## src/rtl/bit_stream_serializer_if.sv

```systemverilog
// Word-load handshake and serial output bundle for bit_stream_serializer.
// The master is the word source and the slave is the serializer.
interface bit_stream_serializer_if #(
  parameter int WIDTH = 8
);
  logic [WIDTH-1:0] load_data;
  logic             load_valid;
  logic             load_ready;
  logic             ser_bit;
  logic             bit_valid;
  logic             busy;
  logic             frame_done;

  modport master (
    output load_data, load_valid,
    input  load_ready, ser_bit, bit_valid, busy, frame_done
  );

  modport slave (
    input  load_data, load_valid,
    output load_ready, ser_bit, bit_valid, busy, frame_done
  );
endinterface

```

## src/rtl/bit_stream_serializer.sv

```systemverilog
// Parallel-to-serial front end: accepts WIDTH-bit words and streams them bit by bit,
// with gap-free reload on the final clock of a word.
module bit_stream_serializer #(
  parameter int WIDTH      = 8,
  parameter bit MSB_FIRST  = 1'b1,
  parameter int BIT_CYCLES = 1,
  parameter bit IDLE_BIT   = 1'b0
) (
  input  logic clk,
  input  logic reset,
  bit_stream_serializer_if.slave bus
);
  localparam int BW = (WIDTH > 1) ? $clog2(WIDTH) : 1;
  localparam int CW = (BIT_CYCLES > 1) ? $clog2(BIT_CYCLES) : 1;
  localparam logic [BW-1:0] LAST_BIT = BW'(WIDTH - 1);
  localparam logic [CW-1:0] LAST_CYC = CW'(BIT_CYCLES - 1);

  typedef enum logic {
    S_IDLE,
    S_SHIFT
  } state_t;

  state_t           r_state;
  logic [WIDTH-1:0] r_shift;
  logic [BW-1:0]    r_bit_cnt;
  logic [CW-1:0]    r_cyc_cnt;
  logic             r_ser_bit;
  logic             r_bit_valid;
  logic             r_busy;

  logic             w_last;
  logic             w_ready;
  logic             w_accept;
  logic [WIDTH-1:0] w_shifted;
  logic             w_next_bit;
  logic             w_first_bit;

  assign w_last   = (r_state == S_SHIFT) && (r_bit_cnt == LAST_BIT) && (r_cyc_cnt == LAST_CYC);
  assign w_ready  = !reset && ((r_state == S_IDLE) || w_last);
  assign w_accept = w_ready && bus.load_valid;

  always_comb begin
    w_shifted   = '0;
    w_next_bit  = 1'b0;
    w_first_bit = 1'b0;
    if (MSB_FIRST) begin
      w_shifted   = {r_shift[WIDTH-2:0], 1'b0};
      w_next_bit  = w_shifted[WIDTH-1];
      w_first_bit = bus.load_data[WIDTH-1];
    end else begin
      w_shifted   = {1'b0, r_shift[WIDTH-1:1]};
      w_next_bit  = w_shifted[0];
      w_first_bit = bus.load_data[0];
    end
  end

  always_ff @(posedge clk) begin
    if (reset) begin
      r_state     <= S_IDLE;
      r_shift     <= '0;
      r_bit_cnt   <= '0;
      r_cyc_cnt   <= '0;
      r_ser_bit   <= IDLE_BIT;
      r_bit_valid <= 1'b0;
      r_busy      <= 1'b0;
    end else if (w_accept) begin
      // Covers both the idle load and the gap-free reload on the final clock.
      r_state     <= S_SHIFT;
      r_shift     <= bus.load_data;
      r_bit_cnt   <= '0;
      r_cyc_cnt   <= '0;
      r_ser_bit   <= w_first_bit;
      r_bit_valid <= 1'b1;
      r_busy      <= 1'b1;
    end else if (r_state == S_SHIFT) begin
      if (w_last) begin
        r_state     <= S_IDLE;
        r_bit_cnt   <= '0;
        r_cyc_cnt   <= '0;
        r_ser_bit   <= IDLE_BIT;
        r_bit_valid <= 1'b0;
        r_busy      <= 1'b0;
      end else if (r_cyc_cnt == LAST_CYC) begin
        r_shift   <= w_shifted;
        r_ser_bit <= w_next_bit;
        r_bit_cnt <= r_bit_cnt + 1'b1;
        r_cyc_cnt <= '0;
      end else begin
        r_cyc_cnt <= r_cyc_cnt + 1'b1;
      end
    end
  end

  assign bus.load_ready = w_ready;
  assign bus.ser_bit    = r_ser_bit;
  assign bus.bit_valid  = r_bit_valid;
  assign bus.busy       = r_busy;
  assign bus.frame_done = w_last && !reset;
endmodule

```

## src/flat_wrapper.sv

```systemverilog
// flat-port wrapper written by rule: the top's interface ports become plain ports
module bit_stream_serializer_flat 
#(
  parameter int WIDTH      = 8,
  parameter bit MSB_FIRST  = 1'b1,
  parameter int BIT_CYCLES = 1,
  parameter bit IDLE_BIT   = 1'b0
)
  (clk, reset, bus_load_data, bus_load_valid, bus_load_ready, bus_ser_bit, bus_bit_valid, bus_busy, bus_frame_done);
  bit_stream_serializer_if #(.WIDTH(WIDTH)) bus_i ();
  input  logic clk;
  input  logic reset;
  input wire logic [$bits(bus_i.load_data)-1:0] bus_load_data;
  input wire logic [$bits(bus_i.load_valid)-1:0] bus_load_valid;
  output wire logic [$bits(bus_i.load_ready)-1:0] bus_load_ready;
  output wire logic [$bits(bus_i.ser_bit)-1:0] bus_ser_bit;
  output wire logic [$bits(bus_i.bit_valid)-1:0] bus_bit_valid;
  output wire logic [$bits(bus_i.busy)-1:0] bus_busy;
  output wire logic [$bits(bus_i.frame_done)-1:0] bus_frame_done;
  assign bus_i.load_data = bus_load_data;
  assign bus_i.load_valid = bus_load_valid;
  assign bus_load_ready = bus_i.load_ready;
  assign bus_ser_bit = bus_i.ser_bit;
  assign bus_bit_valid = bus_i.bit_valid;
  assign bus_busy = bus_i.busy;
  assign bus_frame_done = bus_i.frame_done;
  bit_stream_serializer #(.WIDTH(WIDTH), .MSB_FIRST(MSB_FIRST), .BIT_CYCLES(BIT_CYCLES), .IDLE_BIT(IDLE_BIT)) u_core (.clk(clk), .reset(reset), .bus(bus_i));
endmodule
```

## config.mk

```make
export PLATFORM = sky130hd
export DESIGN_NAME = bit_stream_serializer_flat
export DESIGN_NICKNAME = d
export VERILOG_FILES = /design/src/rtl/bit_stream_serializer_if.sv /design/src/rtl/bit_stream_serializer.sv /design/src/flat_wrapper.sv
export SDC_FILE = /design/constraint.sdc
export NUM_CORES = 1
export LEC_CHECK = 0
export BUFFER_PORTS_ARGS = -buffer_cell sky130_fd_sc_hd__buf_2
export CELL_PAD_IN_SITES_DETAIL_PLACEMENT = 0
export CELL_PAD_IN_SITES_GLOBAL_PLACEMENT = 1
export CORE_MARGIN = 4
export CORE_UTILIZATION = 35
export DETAILED_ROUTE_END_ITERATION = 16
export HOLD_SLACK_MARGIN = 0.12
export PLACE_DENSITY = 0.76
export SYNTH_ARGS = -nofsm -noshare
export SYNTH_HDL_FRONTEND = slang
export SYNTH_SLANG_ARGS = --single-unit
```

## constraint.sdc

```tcl
create_clock -name clk -period 1.6 [get_ports clk]
set_input_delay 0.24 -clock clk [delete_from_list [all_inputs] [get_ports clk]]
set_output_delay 0.24 -clock clk [all_outputs]
set_load 0.01 [all_outputs]
```

==> results.py, run 1 <==
metrics = {
    "status": {
        "status": "complete, no violations",
    },
    "floorplanning": {
        "pin_count": 16,
        "start_util_pct": 36.8,
        "dieArea_sq_um": 2830,
        "die_h_um": 53.2,
        "std_cell_rows": 16,
        "die_x_um": 53.2,
        "design.core.area_sq_um": 1940,
    },
    "power_and_ir_drop": {
        "switchingPower_w": 0.000183,
        "worst_ir_drop_vdd_uv": 423,
        "p_sw_share_pct": 26.8,
        "combPwrFrac_pct": 17.4,
        "power.leakage_nw": 0.368,
        "power_density_nw_per_um2": 814,
        "seqPwrFrac_pct": 53.0,
        "p_int_w": 0.000501,
        "clkPwrFrac_pct": 29.6,
    },
    "timing": {
        "clock.fmax_mhz": 649,
        "worst_pin_slew_ps": 353,
        "finalCritPeriodShare_pct": 96.4,
        "max_slew_margin_pct": 76.5,
        "finalClockSkew_ps": 1.40,
        "setup_viol": 0,
        "finalSetupTns_ps": 0,
        "period_needed_ps": 1540,
        "hold_violations": 0,
        "drv_slew": 0,
    },
    "finish": {
        "layout-drive-gt1-share_pct": 47.1,
        "seq_area_sq_um": 262,
        "fin_nets": 101,
        "diodes": 0,
        "fillers": 207,
        "instances_no_fill": 114,
        "most-common-layout-cells": "buf_2 (15), dfxtp_1 (12), nor2_1 (10)",
        "area_growth_syn_to_layout_pct": 17.7,
        "final_common_cell": "buf_2",
        "multi_input_area_sq_um": 380,
    },
    "global_routing": {
        "track_usage_pct": 10.1,
        "antenna_found_initial": 0,
        "grt_pass1_vias": 471,
        "overflow": 0,
        "grt_pass1_wl_um": 2040,
        "grt_start_max_net_pins": 17,
    },
    "clock_tree": {
        "cts_buffer_depth": 2,
        "cts.clk_slew.worst_paths_ps": 80,
        "clk_latency_ps": 270,
        "cts_tree": "yes",
        "cts-root-buf": "clkbuf_4",
        "numCtsBuffers": 3,
        "clock_sinks": 13,
        "htree_levels": 1,
    },
    "routing": {
        "post_drt_wl_per_cell_um": 11.0,
        "first_iter_violations": 12,
        "first_pass_iters": 4,
        "drt-vias-per-instance": 4.61,
        "drt_wl_total_um": 1260,
        "drtAntennaViolNets": 0,
        "remaining_drc_errors": 0,
        "vias": 525,
    },
    "yosys": {
        "seq_area_frac_synth_pct": 36.4,
        "netlist_area_sq_um": 714,
        "yosysTopAreaCell": "dfxtp_1",
        "yosysUniqueCellTypes": 22,
        "synth.avg_cell_area_sq_um": 10.5,
        "yosys_warnings": 0,
        "ys_ff_latch": 13,
        "syn_inst": 68,
        "ys_top_cells_by_area": "dfxtp_1 (36%), a211oi_2 (12%), mux2i_1 (11%)",
        "synth_top_area_share_pct": 36.4,
        "syn_nets": 81,
    },
    "setup_path": {
        "crit_arrival_ps": 1300,
        "critPathTopFamily": "adder cells",
        "path_cells": "ha_2 -> ha_4 -> and3b_1 -> buf_2",
        "crit_path_top_delay_cell": "dfxtp_2",
        "cp_max_fo": 8,
        "worstSetupEndpointType": "output port",
        "criticalPathCategory": "register to output port",
        "crit_path_start_kind": "register",
        "crit_buf_inv": 1,
        "critPathMaxStageDelay_ps": 350,
        "worstPathRequired_ps": 1360,
    },
    "worst_hold_path": {
        "hp-class": "input port to register",
    },
    "placed_design": {
        "dpl.hpwl_um": 889,
        "port_buffers": 15,
        "dp.cells": 105,
        "finalWeightedCongestion": 0.679,
    },
    "job": {
        "maxCapViolCount": 0,
    },
}
area by class of cell:
| cell class | instances | area share (%) |
|---|---|---|
| well taps | 27 | 4.02 |
| inverters | 3 | 1.34 |
| flip-flops and latches | 13 | 31.1 |
| clock buffers | 4 | 3.13 |
| multi-input cells | 45 | 45.2 |
| repair buffers | 22 | 15.2 |
path summary, 6_finish.rpt:
check                                        start                        endpoint  slack, ps  cells past startpoint
setup / recovery  u_core.r_bit_cnt[0]$_SDFFE_PP0P_                  bus_frame_done         60                      4
hold / removal                               reset  u_core.r_shift[5]$_SDFFE_PP0P_        280                      2
setup reg to reg  u_core.r_bit_cnt[0]$_SDFFE_PP0P_  u_core.r_shift[3]$_SDFFE_PP0P_        210                      6
hold reg to reg     u_core.r_shift[4]$_SDFFE_PP0P_  u_core.r_shift[5]$_SDFFE_PP0P_        520                      2
repair_timing:
action | CTS | global route
setup endpoints to repair | 2 | 1
hold buffers | 0 | 0
buffers inserted | 1 | 4
gates resized for setup | 3 | 1
worst reg2reg max path, delay by kind of cell, from the launching register on:
family | cells | cell delay, ps
AND/OR/NAND/NOR | 2 | 290
AO/OA/AOI/OAI | 1 | 180
adder cells (fa/ha/maj) | 2 | 380
buffers and inverters | 1 | 120
flip-flops | 1 | 350
flip-flops by register name (all words and copies together) (netlist names):
signal / flops
u_core.r_state: 1
u_core.bus.ser_bit: 1
u_core.r_shift: 7
u_core.bus.bit_valid: 1
u_core.r_bit_cnt: 3
cell usage after synthesis (all sizes together):
cell    count
a211oi      8
a21o        1
nand2       2
o32a        2
nor2b       1
mux2i       8
ha          2
inv         3
nor3b       1
a21oi       1
nor2       14
a32oi       1
nand2b      1
buf         7
nor3        2
dfxtp      13
and3b       1
power groups by stage:
| stage | Combinational, W | Clock (W) | Sequential, W |
|---|---|---|---|
| final | 0.000119 | 0.000203 | 0.000363 |
| after global routing | 0.000132 | 0.000226 | 0.000366 |
| after detailed placement | 0.000118 | 0 | 0.000370 |
| after CTS | 0.000121 | 0.000213 | 0.000363 |
| after floorplan | 0.0000999 | 0 | 0.000368 |
| after global placement | 0.000117 | 0 | 0.000369 |
logic make-up (layout without fill, tap and decap cells):
family | count (synthesis) | count (layout) | synth area share (%)
DFF | 13 | 13 | 36.4
and+or+nand+nor | 22 | 22 | 17.3
buffers and inverters | 10 | 29 | 12.4
muxes | 8 | 8 | 11.2
adders and majority gates | 2 | 2 | 3.50
AOI/OAI and AO/OA | 13 | 13 | 19.1
metal layers:
metal	routed length (um)	vias up	track usage (%)
li1	-	275	-
met1	579	239	12.7
met2	594	9	14.9
met3	70	2	2.25
met4	14	0	7.66
met5	0	-	0
per-stage QoR:
stage | area [sq um] | power (W) | utilization [%] | hold WS (ps) | setup slack (ps)
5_1_grt | 841 | 0.000724 | 43.3 | 297 | -4.49
4_1_cts | 810 | 0.000697 | 41.7 | 277 | 5.44
3_5_place_dp | 761 | 0.000488 | 39.2 | 514 | 91.6
3_3_place_gp | 761 | 0.000486 | 39.2 | 503 | 149
2_1_floorplan | 714 | 0.000468 | - | 305 | 251
6_report | 841 | 0.000685 | 43.3 | 283 | 58.3
Note: power is estimated with default switching activity, not from simulation.
==> run 2, diff against run 1 <==
RECOVER_POWER = 100   (was not set)
==> results.py, run 2 (synthesis results as in run 1) <==
metrics = {
    "floorplanning": {
        "dieArea_sq_um": 2830,
        "design.core.area_sq_um": 1940,
        "std_cell_rows": 16,
        "die_h_um": 53.2,
        "pin_count": 16,
        "die_x_um": 53.2,
        "start_util_pct": 36.8,
    },
    "clock_tree": {
        "cts_tree": "yes",
        "cts_buffer_depth": 2,
        "cts-root-buf": "clkbuf_4",
        "cts.clk_slew.worst_paths_ps": 80,
        "postCtsHoldBufs": 0,
        "htree_levels": 1,
        "clk_latency_ps": 270,
        "clock_sinks": 13,
        "numCtsBuffers": 3,
    },
    "power_and_ir_drop": {
        "power_density_nw_per_um2": 817,
        "seqPwrFrac_pct": 53.1,
        "power.total_w": 0.000683,
        "clkPwrFrac_pct": 29.7,
        "worst_ir_drop_vdd_uv": 423,
        "switchingPower_w": 0.000184,
        "power.leakage_nw": 0.357,
        "combPwrFrac_pct": 17.2,
        "p_int_w": 0.000500,
        "p_sw_share_pct": 26.9,
    },
    "global_routing": {
        "grt_pass1_vias": 471,
        "grt_pass1_wl_um": 2040,
        "track_usage_pct": 10.1,
        "grt_start_max_net_pins": 17,
        "antenna_found_initial": 0,
        "overflow": 0,
    },
    "finish": {
        "regMostFlops": "u_core.r_shift",
        "final_core_util_pct": 43.1,
        "layout-drive-gt1-share_pct": 43.7,
        "instances_no_fill": 114,
        "multi_input_area_sq_um": 380,
        "fillers": 205,
        "seq_area_sq_um": 262,
        "diodes": 0,
        "largest_reg_flops": 7,
        "largestRegisters": "u_core.r_shift (7), u_core.r_bit_cnt (3)",
        "most-common-layout-cells": "buf_2 (12), dfxtp_1 (12), nor2_1 (10)",
        "fin_nets": 101,
        "area_growth_syn_to_layout_pct": 17.2,
    },
    "placed_design": {
        "place_ws_ps": 91.6,
        "dp.cells": 105,
        "port_buffers": 15,
        "dpl.hpwl_um": 889,
        "finalWeightedCongestion": 0.679,
    },
    "timing": {
        "clock.fmax_mhz": 648,
        "hold_violations": 0,
        "finalClockSkew_ps": 0.729,
        "max_slew_margin_pct": 76.2,
        "holdWs_ps": 283,
        "period_needed_ps": 1540,
        "worst_pin_slew_ps": 357,
        "finalCritPeriodShare_pct": 96.4,
        "drv_slew": 0,
        "layout_setup_ws_ps": 57.5,
        "setup_viol": 0,
    },
    "job": {
        "maxCapViolCount": 0,
    },
    "setup_path": {
        "crit_path_start_kind": "register",
        "criticalPathCategory": "register to output port",
        "critPathTopFamily": "adder cells",
        "crit_buf_inv": 1,
        "crit_arrival_ps": 1300,
        "path_cells": "ha_2 -> ha_4 -> and3b_1 -> buf_2",
        "crit_path_top_delay_cell": "dfxtp_2",
        "critPathMaxStageDelay_ps": 350,
        "cp_max_fo": 8,
        "worstSetupEndpointType": "output port",
        "worstPathRequired_ps": 1360,
    },
    "routing": {
        "routed.top_layer": "met4",
        "post_drt_wl_per_cell_um": 11.1,
        "dr_wl_met3_um": 66,
        "drt_wl_total_um": 1260,
        "vias": 527,
        "dr_wl_met2_um": 581,
        "drtAntennaViolNets": 0,
        "drt-vias-per-instance": 4.62,
        "remaining_drc_errors": 0,
        "first_pass_iters": 4,
        "first_iter_violations": 11,
        "wl_met1_um": 601,
    },
    "status": {
        "status": "complete, no violations",
    },
    "worst_hold_path": {
        "hp-class": "input port to register",
    },
}
-- run 2: changes by cell type in the layout (fill, tap and decap cells not counted), sizes merged --
cell / previous run / this run
buf: 22 / 19
clkbuf: 4 / 7
-- run 2: path summary, 6_finish.rpt --
kind	startpoint	to	slack (ps)	cells after the start
min reg2reg	u_core.r_shift[4]$_SDFFE_PP0P_	u_core.r_shift[5]$_SDFFE_PP0P_	520	2
max	u_core.r_bit_cnt[0]$_SDFFE_PP0P_	bus_frame_done	60	4
max reg2reg	u_core.r_bit_cnt[0]$_SDFFE_PP0P_	u_core.r_shift[3]$_SDFFE_PP0P_	210	6
min	reset	u_core.r_shift[5]$_SDFFE_PP0P_	280	2
-- run 2: through the flow --
stage                     TNS [ps]  cell area (sq um)
after global routing         -4.49                837
after detailed placement         0                761
after global placement           0                761
final                            0                837
after floorplan                  0                714
after CTS                        0                810
-- run 2: cell type report --
| cell class | instances | share of cell area, % |
|---|---|---|
| Multi-Input combinational cell | 45 | 45.4 |
| Sequential cell | 13 | 31.2 |
| Timing Repair Buffer | 22 | 14.8 |
| Tap cell | 27 | 4.04 |
| Clock buffer | 4 | 3.14 |
| Inverter | 3 | 1.35 |
-- run 2: timing repair --
item	CTS	global route
setup buffers	1	4
setup endpoints to repair	2	1
gates resized for setup	3	1
-- run 2: power by group through the flow --
| stage | Sequential (W) | Clock, W | Combinational [W] |
|---|---|---|---|
| floorplan | 0.000368 | 0 | 0.0000999 |
| global placement | 0.000369 | 0 | 0.000117 |
| detailed placement | 0.000370 | 0 | 0.000118 |
| CTS | 0.000363 | 0.000213 | 0.000121 |
| global route | 0.000366 | 0.000226 | 0.000131 |
| finish | 0.000363 | 0.000203 | 0.000118 |
-- run 2: routing by layer --
metal / global-route usage [%] / up-vias
li1: - / 276
met1: 12.7 / 240
met2: 14.9 / 9
met3: 2.25 / 2
met4: 7.66 / 0
met5: 0 / -
-- run 2: worst register-to-register path: stages (launching register included) --
cell and delay, ps:
dfxtp_2 350, ha_2 190, ha_4 190, buf_4 120, nand2b_4 220, nor2_1 80
a211oi_2 180
==> run 3, diff against run 2 <==
==> constraint.sdc (replaced) <==
create_clock -name clk -period 1.6 [get_ports clk]
set_input_delay 0.32 -clock clk [delete_from_list [all_inputs] [get_ports clk]]
set_output_delay 0.32 -clock clk [all_outputs]
set_load 0.01 [all_outputs]
==> results.py, run 3 (synthesis results as in run 1) <==
metrics = {
    "global_routing": {
        "antenna_found_initial": 0,
        "grt_pass1_wl_um": 2130,
        "grt_pass1_vias": 511,
        "grt_start_max_net_pins": 17,
        "overflow": 0,
        "track_usage_pct": 10.5,
    },
    "routing": {
        "drt-vias-per-instance": 4.73,
        "first_pass_iters": 3,
        "drt_wl_total_um": 1340,
        "remaining_drc_errors": 0,
        "post_drt_wl_per_cell_um": 11.7,
        "first_iter_violations": 6,
        "drtAntennaViolNets": 0,
        "vias": 544,
    },
    "power_and_ir_drop": {
        "power_density_nw_per_um2": 815,
        "power.total_w": 0.000698,
        "worst_ir_drop_vdd_uv": 469,
        "power.leakage_nw": 0.363,
    },
    "clock_tree": {
        "numCtsBuffers": 3,
        "clock_sinks": 13,
        "cts.clk_slew.worst_paths_ps": 80,
        "htree_levels": 1,
        "cts_buffer_depth": 2,
        "postCtsHoldBufs": 0,
        "cts-root-buf": "clkbuf_4",
        "clk_latency_ps": 280,
        "cts_tree": "yes",
    },
    "finish": {
        "largest_reg_flops": 7,
        "most-common-layout-cells": "buf_2 (12), dfxtp_1 (11), nor2_1 (10)",
        "diodes": 0,
        "final_cell_area_sq_um": 856,
        "final_common_cell": "buf_2",
        "area_growth_syn_to_layout_pct": 19.8,
        "layout-drive-gt1-share_pct": 45.5,
        "fillers": 198,
        "fin_nets": 102,
        "largestRegisters": "u_core.r_shift (7), u_core.r_bit_cnt (3)",
        "regMostFlops": "u_core.r_shift",
        "instances_no_fill": 115,
    },
    "timing": {
        "rsz0062_at_grt": "yes",
        "clock.fmax_mhz": 641,
        "max_slew_margin_pct": 76.3,
        "finalClockSkew_ps": 2.54,
        "hold_violations": 0,
        "setup_viol": 0,
        "finalCritPeriodShare_pct": 97.6,
        "finalSetupTns_ps": 0,
        "period_needed_ps": 1560,
        "drv_slew": 0,
        "worst_pin_slew_ps": 356,
    },
    "floorplanning": {
        "die_h_um": 53.2,
        "dieArea_sq_um": 2830,
        "pin_count": 16,
        "die_x_um": 53.2,
        "design.core.area_sq_um": 1940,
        "start_util_pct": 36.8,
        "std_cell_rows": 16,
    },
    "setup_path": {
        "crit_start": "u_core.r_bit_cnt[0]$_SDFFE_PP0P_",
        "crit_path_start_kind": "register",
        "criticalPathCategory": "register to output port",
        "worstPathRequired_ps": 1280,
        "crit_arrival_ps": 1240,
        "cp_max_fo": 3,
        "worstSetupEndpointType": "output port",
        "regToRegStartpoint": "u_core.r_bit_cnt[0]$_SDFFE_PP0P_",
    },
    "worst_hold_path": {
        "hp-start": "reset",
        "hp-class": "input port to register",
    },
    "placed_design": {
        "dp.cells": 106,
        "place_area_sq_um": 768,
        "port_buffers": 15,
        "finalWeightedCongestion": 0.765,
        "dpl.hpwl_um": 902,
    },
    "status": {
        "status": "complete, no violations",
    },
    "job": {
        "maxCapViolCount": 0,
    },
}
## run 3: cell types whose count changed in the layout (fill, tap and decap cells not counted), sizes merged
| cell | delta |
|---|---|
| buf | +1 |
## run 3: final timing paths
kind / endpoint / slack (ps) / cells after the start
max: bus_load_ready / 40 / 5
min: u_core.r_bit_cnt[1]$_SDFFE_PP0P_ / 280 / 2
max reg2reg: u_core.bus.bit_valid$_SDFFE_PP0P_ / 120 / 7
min reg2reg: u_core.r_shift[2]$_SDFFE_PP0P_ / 520 / 2
## run 3: metal layers
metal  GRT usage [%]  part of all wire, %
met4            8.94                  3.0
met5               0                    0
met3            1.97                  4.0
met1            11.9                   46
met2            16.7                   47
## run 3: critical path, cell delays in order (launching register included)
cell and delay, ps:
dfxtp_2 340, ha_4 160, ha_4 160, nor2b_4 120, nor2_1 40, buf_2 130
## run 3: power breakdown
part	leakage, nW	switching [W]	internal, W	total (W)
sequential	0.108	0.0000188	0.000347	0.000366
clock	0.0150	0.000111	0.0000969	0.000208
combinational	0.239	0.0000625	0.0000617	0.000124
## run 3: area by class of cell
type,count,area [sq um],area share [%]
multi-input combinational,45,390,45.6
sequential,13,263,30.7
timing repair buffer,23,131,15.4
tap,27,33.8,3.95
clock buffer,4,26.3,3.07
inverter,3,11.3,1.32
## run 3: metrics by stage
stage / hold WS, ps / utilization (%) / setup slack, ps
floorplan: 385 / - / 251
global placement: 506 / 39.6 / 184
detailed placement: 509 / 39.6 / 147
CTS: 271 / 42.5 / 4.41
global route: 287 / 44.1 / -6.18
finish: 277 / 44.1 / 39.1
## run 3: what timing repair did
item,in CTS,in global routing
pin swaps,1,0
setup endpoints to repair,2,2
gates cloned,0,0
setup buffers,2,3
gates resized for setup,4,2
